<file path="src/rtl/bp_pkg.sv">
// Shared branch-predictor types: 2-bit counter, init value,
// update-sequencer FSM states and saturating counter helpers.
package bp_pkg;

    typedef logic [1:0] ctr2_t;

    localparam ctr2_t CTR_INIT = 2'b01;

    typedef enum logic [1:0] {
        ST_INIT,
        ST_IDLE,
        ST_RMW_RD,
        ST_RMW_WR
    } bp_upd_state_e;

    function automatic ctr2_t sat_inc(input ctr2_t c);
        return (c == 2'b11) ? c : c + 2'd1;
    endfunction

    function automatic ctr2_t sat_dec(input ctr2_t c);
        return (c == 2'b00) ? c : c - 2'd1;
    endfunction

endpackage

</file>
<file path="src/rtl/bp_upd_fifo.sv">
// Synchronous FIFO of pending PHT updates ({idx, taken} packed in W bits).
// Ports: clk, rst (sync, active-high), push/wdata, pop/rdata, full, empty, count.
module bp_upd_fifo
    import bp_pkg::*;
#(
    parameter int DEPTH = 4,
    parameter int W     = 8,
    localparam int PTR_W = $clog2(DEPTH),
    localparam int CNT_W = PTR_W + 1
) (
    input  logic             clk,
    input  logic             rst,
    input  logic             push,
    input  logic [W-1:0]     wdata,
    input  logic             pop,
    output logic [W-1:0]     rdata,
    output logic             full,
    output logic             empty,
    output logic [CNT_W-1:0] count
);

    logic [W-1:0]     mem_q [DEPTH];
    logic [W-1:0]     mem_d [DEPTH];
    logic [PTR_W-1:0] wr_ptr_q, wr_ptr_d;
    logic [PTR_W-1:0] rd_ptr_q, rd_ptr_d;
    logic [CNT_W-1:0] count_q, count_d;
    logic             do_push, do_pop;

    assign full    = (count_q == CNT_W'(DEPTH));
    assign empty   = (count_q == '0);
    assign count   = count_q;
    assign rdata   = mem_q[rd_ptr_q];
    assign do_push = push && !full;
    assign do_pop  = pop && !empty;

    always_comb begin
        mem_d    = mem_q;
        wr_ptr_d = wr_ptr_q;
        rd_ptr_d = rd_ptr_q;
        if (do_push) begin
            mem_d[wr_ptr_q] = wdata;
            wr_ptr_d        = wr_ptr_q + PTR_W'(1);
        end
        if (do_pop) begin
            rd_ptr_d = rd_ptr_q + PTR_W'(1);
        end
        count_d = count_q + CNT_W'(do_push) - CNT_W'(do_pop);
    end

    always_ff @(posedge clk) begin
        if (rst) begin
            wr_ptr_q <= '0;
            rd_ptr_q <= '0;
            count_q  <= '0;
        end else begin
            wr_ptr_q <= wr_ptr_d;
            rd_ptr_q <= rd_ptr_d;
            count_q  <= count_d;
        end
    end

    // Payload storage needs no reset: entries are only read when count says valid.
    always_ff @(posedge clk) begin
        mem_q <= mem_d;
    end

endmodule

</file>
<file path="src/rtl/bp_pht_update_ctrl.sv">
// Sole write-port owner of the 2-bit PHT: sweeps all entries to weakly-not-taken
// after reset, then serialises queued branch-resolution updates as
// read-modify-write sequences against a 1-cycle synchronous-read RAM.
// Ports: clk, rst (sync, active-high); upd_valid/upd_idx/upd_taken/upd_ready
// (update push); pht_re/pht_raddr/pht_rdata (RAM read); pht_we/pht_waddr/
// pht_wdata (RAM write); init_done; drop_pulse (update lost, FIFO full).
// Macro BP_UPD_STATS_EN adds saturating 16-bit counters upd_cnt and drop_cnt.
module bp_pht_update_ctrl
    import bp_pkg::*;
#(
    parameter int IDX_W      = 7,
    parameter int FIFO_DEPTH = 4
) (
    input  logic             clk,
    input  logic             rst,
    input  logic             upd_valid,
    input  logic [IDX_W-1:0] upd_idx,
    input  logic             upd_taken,
    output logic             upd_ready,
    output logic [IDX_W-1:0] pht_raddr,
    output logic             pht_re,
    input  ctr2_t            pht_rdata,
    output logic             pht_we,
    output logic [IDX_W-1:0] pht_waddr,
    output ctr2_t            pht_wdata,
    output logic             init_done,
    output logic             drop_pulse
`ifdef BP_UPD_STATS_EN
    ,
    output logic [15:0]      upd_cnt,
    output logic [15:0]      drop_cnt
`endif
);

    localparam int CNT_W = $clog2(FIFO_DEPTH) + 1;

    bp_upd_state_e    state_q, state_d;
    logic [IDX_W-1:0] init_cnt_q, init_cnt_d;
    logic [IDX_W-1:0] lat_idx_q, lat_idx_d;
    logic             lat_taken_q, lat_taken_d;
    ctr2_t            rdata_q, rdata_d;

    logic             fifo_push, fifo_pop;
    logic [IDX_W:0]   fifo_rdata;
    logic             fifo_full, fifo_empty;
    logic [CNT_W-1:0] fifo_count;

    // Readiness comes from the registered count only; a same-cycle pop
    // does not free a slot for this cycle's push.
    assign upd_ready  = rst || (fifo_count < CNT_W'(FIFO_DEPTH));
    assign fifo_push  = !rst && upd_valid && upd_ready;
    assign drop_pulse = !rst && upd_valid && fifo_full;
    assign init_done  = !rst && (state_q != ST_INIT);

    bp_upd_fifo #(
        .DEPTH (FIFO_DEPTH),
        .W     (IDX_W + 1)
    ) u_fifo (
        .clk   (clk),
        .rst   (rst),
        .push  (fifo_push),
        .wdata ({upd_idx, upd_taken}),
        .pop   (fifo_pop),
        .rdata (fifo_rdata),
        .full  (fifo_full),
        .empty (fifo_empty),
        .count (fifo_count)
    );

    always_comb begin
        state_d     = state_q;
        init_cnt_d  = init_cnt_q;
        lat_idx_d   = lat_idx_q;
        lat_taken_d = lat_taken_q;
        rdata_d     = rdata_q;
        fifo_pop    = 1'b0;
        pht_re      = 1'b0;
        pht_raddr   = '0;
        pht_we      = 1'b0;
        pht_waddr   = '0;
        pht_wdata   = '0;

        unique case (state_q)
            ST_INIT: begin
                pht_we     = 1'b1;
                pht_waddr  = init_cnt_q;
                pht_wdata  = CTR_INIT;
                init_cnt_d = init_cnt_q + IDX_W'(1);
                if (init_cnt_q == '1) begin
                    state_d = ST_IDLE;
                end
            end
            ST_IDLE: begin
                if (!fifo_empty) begin
                    fifo_pop    = 1'b1;
                    pht_re      = 1'b1;
                    pht_raddr   = fifo_rdata[IDX_W:1];
                    lat_idx_d   = fifo_rdata[IDX_W:1];
                    lat_taken_d = fifo_rdata[0];
                    state_d     = ST_RMW_RD;
                end
            end
            ST_RMW_RD: begin
                // RAM data for the read issued in IDLE is valid now.
                rdata_d = pht_rdata;
                state_d = ST_RMW_WR;
            end
            ST_RMW_WR: begin
                pht_we    = 1'b1;
                pht_waddr = lat_idx_q;
                pht_wdata = lat_taken_q ? sat_inc(rdata_q) : sat_dec(rdata_q);
                state_d   = ST_IDLE;
            end
            default: begin
                state_d = ST_INIT;
            end
        endcase

        // Reset abandons any in-flight RMW without touching the table.
        if (rst) begin
            fifo_pop  = 1'b0;
            pht_re    = 1'b0;
            pht_raddr = '0;
            pht_we    = 1'b0;
            pht_waddr = '0;
            pht_wdata = '0;
        end
    end

    always_ff @(posedge clk) begin
        if (rst) begin
            state_q     <= ST_INIT;
            init_cnt_q  <= '0;
            lat_idx_q   <= '0;
            lat_taken_q <= 1'b0;
            rdata_q     <= '0;
        end else begin
            state_q     <= state_d;
            init_cnt_q  <= init_cnt_d;
            lat_idx_q   <= lat_idx_d;
            lat_taken_q <= lat_taken_d;
            rdata_q     <= rdata_d;
        end
    end

`ifdef BP_UPD_STATS_EN
    logic [15:0] upd_cnt_q, upd_cnt_d;
    logic [15:0] drop_cnt_q, drop_cnt_d;
    logic        commit;

    assign commit = pht_we && (state_q == ST_RMW_WR);

    always_comb begin
        upd_cnt_d  = upd_cnt_q;
        drop_cnt_d = drop_cnt_q;
        if (commit && (upd_cnt_q != '1)) begin
            upd_cnt_d = upd_cnt_q + 16'd1;
        end
        if (drop_pulse && (drop_cnt_q != '1)) begin
            drop_cnt_d = drop_cnt_q + 16'd1;
        end
    end

    always_ff @(posedge clk) begin
        if (rst) begin
            upd_cnt_q  <= '0;
            drop_cnt_q <= '0;
        end else begin
            upd_cnt_q  <= upd_cnt_d;
            drop_cnt_q <= drop_cnt_d;
        end
    end

    assign upd_cnt  = upd_cnt_q;
    assign drop_cnt = drop_cnt_q;
`endif

endmodule

</file>
<file path="config.mk">
export PLATFORM = sky130hd
export DESIGN_NAME = bp_pht_update_ctrl
export DESIGN_NICKNAME = d
export VERILOG_FILES = /design/src/rtl/bp_pkg.sv /design/src/rtl/bp_upd_fifo.sv /design/src/rtl/bp_pht_update_ctrl.sv
export SDC_FILE = /design/constraint.sdc
export NUM_CORES = 1
export LEC_CHECK = 0
export ABC_AREA = 1
export BUFFER_PORTS_ARGS = -buffer_cell sky130_fd_sc_hd__buf_4
export CAP_MARGIN = 20
export CORE_ASPECT_RATIO = 0.7
export CORE_MARGIN = 1.5
export CORE_UTILIZATION = 62
export CTS_CLUSTER_SIZE = 8
export DETAILED_ROUTE_END_ITERATION = 12
export PLACE_DENSITY = 0.87
export SYNTH_ARGS = -nofsm -noshare
export SYNTH_HDL_FRONTEND = slang
export SYNTH_HIERARCHICAL = 1
export SYNTH_SLANG_ARGS = --single-unit
</file>
<file path="constraint.sdc">
create_clock -name clk -period 3.87 [get_ports clk]
set_input_delay 0 -clock clk [delete_from_list [all_inputs] [get_ports clk]]
set_output_delay 0 -clock clk [all_outputs]
set_load 0.005 [all_outputs]
</file>
======== Yosys cells after proc, flatten, opt, wreduce, memory -nomap -nowiden ========
Cells that the tools add are included.
storage, ports and cells
  register bits after elaboration ......... 58
  input bits .............................. 13
  output and inout port bits .............. 21
cells by class
  eq/ne operators ......................... 8
  reduce and logical (&&, ||, !) cells .... 18
  order comparisons ....................... 4
  muxes and demuxes ....................... 24
  bitwise gates (word level) .............. 3
  add/sub/neg operators ................... 7
operator list
  cell                   number
  $bwmux W32             1
  $mux W7                4
  $mux W8                3
  $bmux W8 S2            1
  $demux W8 S2           1
  $pmux W7 S2            1
  $mux W2                6
  $pmux W2 S4            1
  $add A7 B1 Y7 const B  1
  $eq A7 B7 Y1 const B   1
  $logic_and A1 B1 Y1    7
  $add A2 B1 Y2 const B  3
  $eq A2 B2 Y1 const B   3
  $ge A3 B3 Y1 const B   2
  $not A2 Y3             2
  $mux W1                5
  $logic_not A2 Y1       2
  $ne A2 B2 Y1 const B   2
  $pmux W2 S2            1
  $reduce_and A2 Y1      2
  $add A3 B1 Y3          1
  $eq A3 B3 Y1 const B   1
  $logic_not A1 Y1       3
  $logic_not A3 Y1       1
  other kinds (9)        9

======== Depth between registers and ports, before layout ========
Gate-level depths: netlist of run 1.
  depth after elaboration ................. 7
  depth in mapped cells ................... 16
  depth with buffers taken out ............ 15

======== Hierarchy ========
Netlist of run 1, hierarchy kept.
by module, submodules not included
  module              cells an instance  times used  area each (um2)  seq. area each (um2)
  bp_upd_fifo         143                1           1736.7           1101.1
  bp_pht_update_ctrl  143                1           1031.0           380.4

======== Least setup slack after synthesis of run 1 ========
No wires, ideal clock.
  path kind ............................... reg-to-reg
  from .................................... register u_fifo.count_q[1] (netlist: u_fifo/count[1])
  to ...................................... register u_fifo.count_q[2] (netlist: u_fifo/count[2])
  slack ................................... 1.343 ns
  stages on the path, launching flop included .. 17
  required time ........................... 3.753 ns
  setup time .............................. 0.117 ns
  arrival ................................. 2.410 ns
  path through ............................ dfxtp_1 -> nor2_2 -> nand2_1 -> inv_1 -> or2_1 -> or2_1 -> buf_6 -> inv_2 -> inv_1 -> nor2_1 -> ha_1 -> inv_1 -> ha_1 -> inv_1 -> fa_1 -> o21ai_0 -> nor2_1
on the way
  cells in the longest elaborated chain, start to end .. 6
  elaborated cells between the ends (all ways) .. 14
  those cells by class .................... add/sub: 2; order compare: 1; eq/ne: 1; mux: 3; reduce/logical: 7
ends and longest elaborated chain
  element                   RTL line                  RTL
  start: declaration        bp_upd_fifo.sv:26         logic [CNT_W-1:0] count_q, count_d;
  start signal: assignment  bp_upd_fifo.sv:58         count_q <= count_d;
  $logic_not A3 Y1          bp_upd_fifo.sv:30         assign empty = (count_q == '0);
  named net fifo_empty      bp_pht_update_ctrl.sv:45  logic fifo_full, fifo_empty;
  $mux W1 (3 in series)     n/a
  named net pht_re          bp_pht_update_ctrl.sv:21  output logic pht_re,
  $logic_and A1 B1 Y1       bp_upd_fifo.sv:34         assign do_pop = pop && !empty;
  named net u_fifo.do_pop   bp_upd_fifo.sv:27         logic do_push, do_pop;
  $sub A3 B1 Y3             bp_upd_fifo.sv:47         count_d = count_q + CNT_W'(do_push) - CNT_W'(do_pop);
The timed path passes the listed nets, and every way through them passes these cells.
A chain may end at the register's enable or synchronous reset.

======== Worst setup path after layout of run 1 ========
  from .................................... register u_fifo.count_q[2] (netlist: u_fifo/count[2])
  to ...................................... register u_fifo.count_q[2] (netlist: u_fifo/count[2])
on the way
  cells in the longest elaborated chain, start to end .. 6
  elaborated cells between the ends (all ways) .. 14
  those cells by class .................... add/sub: 2; order compare: 1; eq/ne: 1; mux: 3; reduce/logical: 7
ends and longest elaborated chain
  element                  RTL line                   RTL
  $logic_not A3 Y1 *       bp_upd_fifo.sv:30
  named net fifo_empty     bp_pht_update_ctrl.sv:45
  $mux W1                  bp_pht_update_ctrl.sv:94   if (!fifo_empty) begin
  $mux W1                  bp_pht_update_ctrl.sv:83   unique case (state_q)
  $mux W1                  bp_pht_update_ctrl.sv:120  if (rst) begin
  $logic_and A1 B1 Y1 *    bp_upd_fifo.sv:34
  named net u_fifo.do_pop  bp_upd_fifo.sv:27
  $sub A3 B1 Y3 *          bp_upd_fifo.sv:47
The timed path passes the listed nets; every way through them passes the cells marked *.

==> reports/summary.json, run 1 <==
{
  "start_util_pct": 64.3,
  "setup-tns-final_ns": 0,
  "groute.usage.overall_pct": 25.5,
  "postCtsSetupBuffers": 0,
  "r2r_end": "u_fifo/count[2]",
  "rsz0062_at_grt": "false",
  "power.density_cell_area_mw_per_mm2": 456,
  "synth.distinct_cells": 27,
  "route.vias.total": 2065,
  "synth.ff_latch_count": 58,
  "crit_type": "reg -> reg",
  "post_cts_resize_count": 0,
  "rrSetupSlack_ns": 0.83,
  "clkSinkCount": 58,
  "antenna_cells": 0,
  "core_area_mm2": 0.00430,
  "hold_viol": 0,
  "synth-seq-area-share_pct": 53.5,
  "worst_pin_slew_ns": 0.820,
  "placement.cell_area_mm2": 0.00299,
  "synth_fp_nets": 311,
  "grt_antenna_before_repair": 0,
  "timing.max_cap.violations": 0,
  "detail_route.wirelength_mm": 5.49,
  "hold_path_end": "u_fifo/wr_ptr_q[1]",
  "drtAntennaViolNets": 0,
  "remaining_drc_errors": 0,
  "drive_above_1_share_pct": 23.7,
  "final_period_minus_worst_setup_slack_ns": 3.04,
  "finClkSkew_ns": 0.00650,
  "async_flop_share_pct": 0,
  "outcome": "finished clean",
  "final_nets": 357,
  "tritoncts_buffer_count": 9,
  "fillCellCount": 292,
  "most_frequent_cells_after_synthesis": "sky130_fd_sc_hd__inv_1, sky130_fd_sc_hd__nor2_1, sky130_fd_sc_hd__edfxtp_1, sky130_fd_sc_hd__nand2_1, sky130_fd_sc_hd__dfxtp_1",
  "ctsHoldBuffers": 11,
  "longest_clk_path_bufs": 2,
  "cp_data_required_time_ns": 4.08,
  "netlist_area_mm2": 0.00277,
  "timing_limited_maximum_frequency_ghz": 0.329,
  "r2r_cells": 15,
  "grt_pass1_wl_mm": 9.26,
  "timing.critical_path.to_type": "register",
  "htree_num_levels": 3,
  "grt_start_max_net_pins": 20,
  "die_y_um": 58.9,
  "design.die.area_mm2": 0.00488,
  "avgViaCountPerCell": 5.27,
  "clock_tree_from_tritoncts": "built",
  "cells_after_synth": 286,
  "die-width_um": 82.9,
  "boundaryPins": 34,
  "fp-row-count": 20,
  "whs_ns": 0.201,
  "cts.reportedPaths.clkPinSlew_ns": 0.06,
  "final.period_utilization_pct": 78.6,
  "number_of_global_route_vias_before_repair": 1973,
  "grt_remaining_overflow": 0,
  "rr_startpoint": "u_fifo/count[2]",
  "layout.core_utilization_pct": 76.4,
  "yosys.cell_count.top_type": "sky130_fd_sc_hd__inv_1",
  "cp.arrival_ns": 3.26,
  "synth_edf_count": 32,
  "hold_start": "upd_valid",
  "ys.flop_type": "sky130_fd_sc_hd__edfxtp_1",
  "yosys-top-cells-area": "sky130_fd_sc_hd__edfxtp_1, sky130_fd_sc_hd__dfxtp_1, sky130_fd_sc_hd__inv_1",
  "clock_latency_on_the_worst_skew_pair_ns": 0.33,
  "yosys_warnings": 6,
  "dp_hpwl_mm": 3.88,
  "avgSynthCellArea_um2": 9.68,
  "worst-path-max-fanout": 15,
  "final-setup-viol-count": 0,
  "fin_area_mm2": 0.00329,
  "drt-initial-drc-count": 119,
  "drt_pass1_iterations": 4,
  "port_buffers": 33,
  "root_buffer": "sky130_fd_sc_hd__clkbuf_8",
  "synth.top_cell.area_share_pct": 34.7,
  "slew_headroom_pct": 45.1,
  "hold_path_class": "in -> reg",
  "routabilityCongestion": 0.849,
  "synth.largest_area_cell": "sky130_fd_sc_hd__edfxtp_1",
  "area.growth.synth_to_final_pct": 18.8,
  "leakage_nw": 1.32,
  "min_delay_path_depth": 5,
  "power_mw": 1.50,
  "ir_worst_vdd_v": 0.000361,
  "routedWlPerCell_um": 14.0,
  "maxSlewViolCount": 0,
  "setup.worst_path.start_class": "register"
}
## flip-flops by register name, summed over array words and instances, names as in the netlist
signal / cells
lat_taken_q: 1
u_fifo/count: 3
state_q: 2
init_cnt_q: 7
u_fifo/mem_q: 32
u_fifo/wr_ptr_q: 2
rdata_q: 2
u_fifo/rd_ptr_q: 2
lat_idx_q: 7
## worst max path at each step
| stage | startpoint | end | slack, ns | cells past startpoint |
|---|---|---|---|---|
| finish | u_fifo/count[2] | u_fifo/count[2] | 0.83 | 15 |
| global route | u_fifo/count[2] | u_fifo/count[2] | 0.55 | 15 |
| CTS | u_fifo/count[1] | u_fifo/count[2] | 0.86 | 15 |
| detailed placement | u_fifo/count[1] | u_fifo/count[2] | 0.86 | 15 |
| global placement | u_fifo/count[1] | u_fifo/count[2] | 1.01 | 15 |
| floorplan | u_fifo/count[1] | u_fifo/count[2] | 1.34 | 16 |
## where the power goes
group          total [mW]  internal [mW]  switching (mW)  leakage [nW]
logic               0.273          0.110           0.163         0.725
registers           0.721          0.692          0.0294         0.501
clock network       0.504          0.287           0.217        0.0956
total                1.50           1.09           0.410          1.32
## worst max-delay path, cell delays in order, from the launching register on
cell	delay, ns
sky130_fd_sc_hd__dfxtp_1	0.41
sky130_fd_sc_hd__inv_1	0.08
sky130_fd_sc_hd__nand2_1	0.15
sky130_fd_sc_hd__inv_1	0.10
sky130_fd_sc_hd__or2_1	0.26
sky130_fd_sc_hd__or2_1	0.47
sky130_fd_sc_hd__inv_2	0.18
sky130_fd_sc_hd__inv_1	0.05
sky130_fd_sc_hd__nor2_1	0.12
sky130_fd_sc_hd__ha_1	0.24
sky130_fd_sc_hd__inv_1	0.05
sky130_fd_sc_hd__ha_1	0.13
sky130_fd_sc_hd__inv_1	0.05
sky130_fd_sc_hd__fa_1	0.39
sky130_fd_sc_hd__o21ai_0	0.19
sky130_fd_sc_hd__nor2_1	0.06
## logic make-up after synthesis
group                    share of synthesized area (%)
AND/OR/NAND/NOR                                   15.9
AO/OA/AOI/OAI                                     15.0
flip-flops                                        53.5
buffers and inverters                             9.90
adder cells (fa/ha/maj)                           5.70
## stage by stage
step / instances / setup WS, ns
global route: 392 / 0.549
floorplan: 286 / 1.34
CTS: 392 / 0.857
finish: 392 / 0.828
detailed placement: 365 / 0.865
global placement: 365 / 1.01
## placed cells by master, fill, tap and decap left out, types with 2 or more instances in the layout
cell / n
sky130_fd_sc_hd__nor2_2: 17
sky130_fd_sc_hd__edfxtp_1: 32
sky130_fd_sc_hd__buf_4: 33
sky130_fd_sc_hd__dfxtp_1: 26
sky130_fd_sc_hd__inv_1: 45
sky130_fd_sc_hd__nor3_1: 4
sky130_fd_sc_hd__nor2_1: 35
sky130_fd_sc_hd__nand2_1: 31
sky130_fd_sc_hd__or2_1: 2
sky130_fd_sc_hd__o21ai_2: 2
sky130_fd_sc_hd__o22ai_1: 8
sky130_fd_sc_hd__o21ai_0: 23
sky130_fd_sc_hd__clkinv_2: 2
sky130_fd_sc_hd__ha_1: 11
sky130_fd_sc_hd__clkbuf_1: 3
sky130_fd_sc_hd__clkbuf_8: 10
sky130_fd_sc_hd__a21oi_1: 13
sky130_fd_sc_hd__o22ai_2: 11
sky130_fd_sc_hd__dlygate4sd3_1: 11
sky130_fd_sc_hd__nand2_2: 2
sky130_fd_sc_hd__nand3_1: 8
## per-layer routing
metal	GRT usage, %	share of wire [%]	routed length, um	vias to the layer above
li1	-	-	-	1038
met1	32.7	45	2480	971
met2	39.5	47	2570	50
met3	11.2	7.1	389	6
met4	8.10	0.77	42	0
met5	0	0	0	-
## area by class of cell
class / count / area (um^2) / share of cell area (%)
timing repair buffer: 44 / 358 / 10.9
sequential: 58 / 1480 / 45.1
multi-input combinational: 172 / 1010 / 30.8
inverter: 47 / 184 / 5.59
tap: 55 / 68.8 / 2.09
clock buffer: 14 / 174 / 5.29
clock inverter: 2 / 10.0 / 0.304
Power figures use the tool's default switching activity.
==> inputs of run 2 (changes only) <==
- CORE_UTILIZATION: 62 -> 52
- PLACE_DENSITY: 0.87 -> 0.78
- clock period: 3.87 -> 2.5 ns (I/O delays scaled with it)
==> run 2 against run 1 <==
Compared with the run above:
- register-to-register slack worse by 0.72 ns
- final cell count up 8.2%
- first-iteration DRC count fell by 15%
==> reports/summary.json, run 2 (synthesis gave the netlist of run 1 again) <==
{
  "groute.usage.overall_pct": 21.0,
  "cp.arrival_ns": 2.62,
  "htree_num_levels": 3,
  "leakage_nw": 1.41,
  "finClkSkew_ns": 0.0104,
  "drtAntennaViolNets": 0,
  "seq_area_mm2": 0.00149,
  "grt_remaining_overflow": 0,
  "hold_path_class": "in -> reg",
  "maxSlewViolCount": 0,
  "biggestRegsByFlops": "u_fifo/mem_q: 32 flops, init_cnt_q: 7 flops, lat_idx_q: 7 flops",
  "avgViaCountPerCell": 4.94,
  "layout_common_cells": "sky130_fd_sc_hd__buf_4, sky130_fd_sc_hd__inv_1, sky130_fd_sc_hd__nor2_1",
  "clock_latency_on_the_worst_skew_pair_ns": 0.33,
  "outcome": "finished clean",
  "min_delay_path_depth": 5,
  "final_nets": 375,
  "rrSetupSlack_ns": 0.10,
  "remaining_drc_errors": 0,
  "largest_reg_flops": 32,
  "fin_area_mm2": 0.00347,
  "ir_worst_vdd_v": 0.000362,
  "dp_hpwl_mm": 3.87,
  "drt_pass1_iterations": 4,
  "grt_antenna_before_repair": 0,
  "crit_type": "reg -> reg",
  "slowest_delay_ns": 0.52,
  "cts.reportedPaths.clkPinSlew_ns": 0.06,
  "design.die.area_mm2": 0.00578,
  "root_buffer": "sky130_fd_sc_hd__clkbuf_8",
  "multi_input_comb_area_mm2": 0.00103,
  "detail_route.wirelength_mm": 5.51,
  "kind_of_cell_adding_the_most_delay_to_the_critical_path": "adder cells",
  "crit_path_cell_trace": "inv_2 > ha_4 > inv_2 > or2_1 > or2_1 > inv_2 > inv_2 > nor2_2 > ha_1 > inv_1 > ha_2 > inv_2 > fa_2 > nor2_1",
  "hold_viol": 0,
  "final.period_utilization_pct": 95.9,
  "clkSinkCount": 58,
  "routabilityCongestion": 0.851,
  "hold_path_end": "u_fifo/wr_ptr_q[1]",
  "timing.max_cap.violations": 0,
  "power.density_cell_area_mw_per_mm2": 687,
  "final_period_minus_worst_setup_slack_ns": 2.40,
  "worst_pin_slew_ns": 0.791,
  "die-width_um": 90.2,
  "port_buffers": 33,
  "area.growth.synth_to_final_pct": 25.4,
  "cp_slowest_cell": "sky130_fd_sc_hd__fa_2",
  "longest_clk_path_bufs": 2,
  "r2r_end": "u_fifo/count[1]",
  "fp-row-count": 21,
  "setup-tns-final_ns": 0,
  "largest-register": "u_fifo/mem_q",
  "number_of_global_route_vias_before_repair": 1987,
  "die_y_um": 64.0,
  "clock_tree_from_tritoncts": "built",
  "setup.worst_path.start_class": "register",
  "cp_data_required_time_ns": 2.72,
  "grt_pass1_wl_mm": 9.21,
  "cp_common_cell": "sky130_fd_sc_hd__inv_2",
  "route.vias.total": 2094,
  "start_util_pct": 56.0,
  "fillCellCount": 401,
  "placement.cell_area_mm2": 0.00310,
  "tritoncts_buffer_count": 9,
  "slew_headroom_pct": 47.2,
  "final-setup-viol-count": 0,
  "timing_limited_maximum_frequency_ghz": 0.417,
  "routedWlPerCell_um": 13.0,
  "path_buf_inv": 6,
  "timing.critical_path.to_type": "register",
  "most_common_cell_after_layout_fill_and_taps_aside": "sky130_fd_sc_hd__buf_4",
  "boundaryPins": 34,
  "layout.core_utilization_pct": 70.3,
  "grt_start_max_net_pins": 20,
  "worst-path-max-fanout": 3,
  "rr_startpoint": "state_q[1]",
  "r2r_cells": 14,
  "antenna_cells": 0,
  "drt-initial-drc-count": 101,
  "drive_above_1_share_pct": 32.1,
  "core_area_mm2": 0.00494,
  "hold_start": "upd_valid"
}
## run 2: cell count changes in the layout (fill, tap and decap cells not counted), moves of 2 or more
cell	previous run	this run
sky130_fd_sc_hd__buf_4	33	51
sky130_fd_sc_hd__clkbuf_1	3	1
sky130_fd_sc_hd__dfxtp_1	26	21
sky130_fd_sc_hd__dfxtp_2	0	3
sky130_fd_sc_hd__dfxtp_4	0	2
sky130_fd_sc_hd__ha_1	11	9
sky130_fd_sc_hd__inv_1	45	41
sky130_fd_sc_hd__inv_2	1	5
## run 2: where the power goes
group          total [mW]  switching, mW  internal (mW)
Sequential           1.12         0.0431           1.07
Combinational       0.506          0.277          0.229
Clock               0.763          0.351          0.412
Total                2.39          0.672           1.71
## run 2: how the worst max path moves through the flow
stage | startpoint | end | slack (ns) | cells past startpoint
after floorplan | u_fifo/count[1] | u_fifo/count[2] | 0.02 | 16
after global placement | u_fifo/count[1] | u_fifo/count[2] | 0.15 | 15
after detailed placement | u_fifo/count[1] | u_fifo/count[2] | 0.01 | 15
after CTS | state_q[1] | u_fifo/count[2] | 0.0006 | 15
after global routing | state_q[1] | u_fifo/count[1] | -0.03 | 14
final | state_q[1] | u_fifo/count[1] | 0.10 | 14
## run 2: what timing repair did
action,4_1_cts,5_1_grt
cloned,0,0
pin swaps,0,3
hold buffers,11,0
endpoints found under the setup margin,1,2
setup buffers,0,7
resized for setup,1,15
endpoints found under the hold margin,40,0
## run 2: cell type report
cell class | instances | share of cell area, %
repair buffers | 62 | 14.2
well taps | 69 | 2.49
flip-flops and latches | 58 | 43.0
inverters | 47 | 5.30
clock inverters | 4 | 0.721
clock buffers | 12 | 4.47
multi-input cells | 172 | 29.8
## run 2: stage by stage
stage                     instances  setup slack [ns]  hold WS (ns)  power, mW
final                           424             0.104         0.180       2.39
after floorplan                 286            0.0221        0.0593       1.41
after global placement          390             0.146         0.201       1.57
after CTS                       417          0.000588         0.158       2.36
after detailed placement        390            0.0149         0.204       1.58
after global routing            424           -0.0264         0.212       2.53
## run 2: tightest hold or removal path: cells and delay by family
family,cells,cell delay (ns)
AND/OR/NAND/NOR,3,0.21
buffers and inverters,1,0.11
AO/OA/AOI/OAI,1,0.15
## run 2: per-layer routing
| layer | vias up | global-route usage, % | routed length (um) |
|---|---|---|---|
| li1 | 1077 | - | - |
| met1 | 944 | 26.9 | 2610 |
| met2 | 69 | 33.3 | 2520 |
| met3 | 4 | 6.55 | 349 |
| met4 | 0 | 8.73 | 25 |
| met5 | - | 0 | 0 |
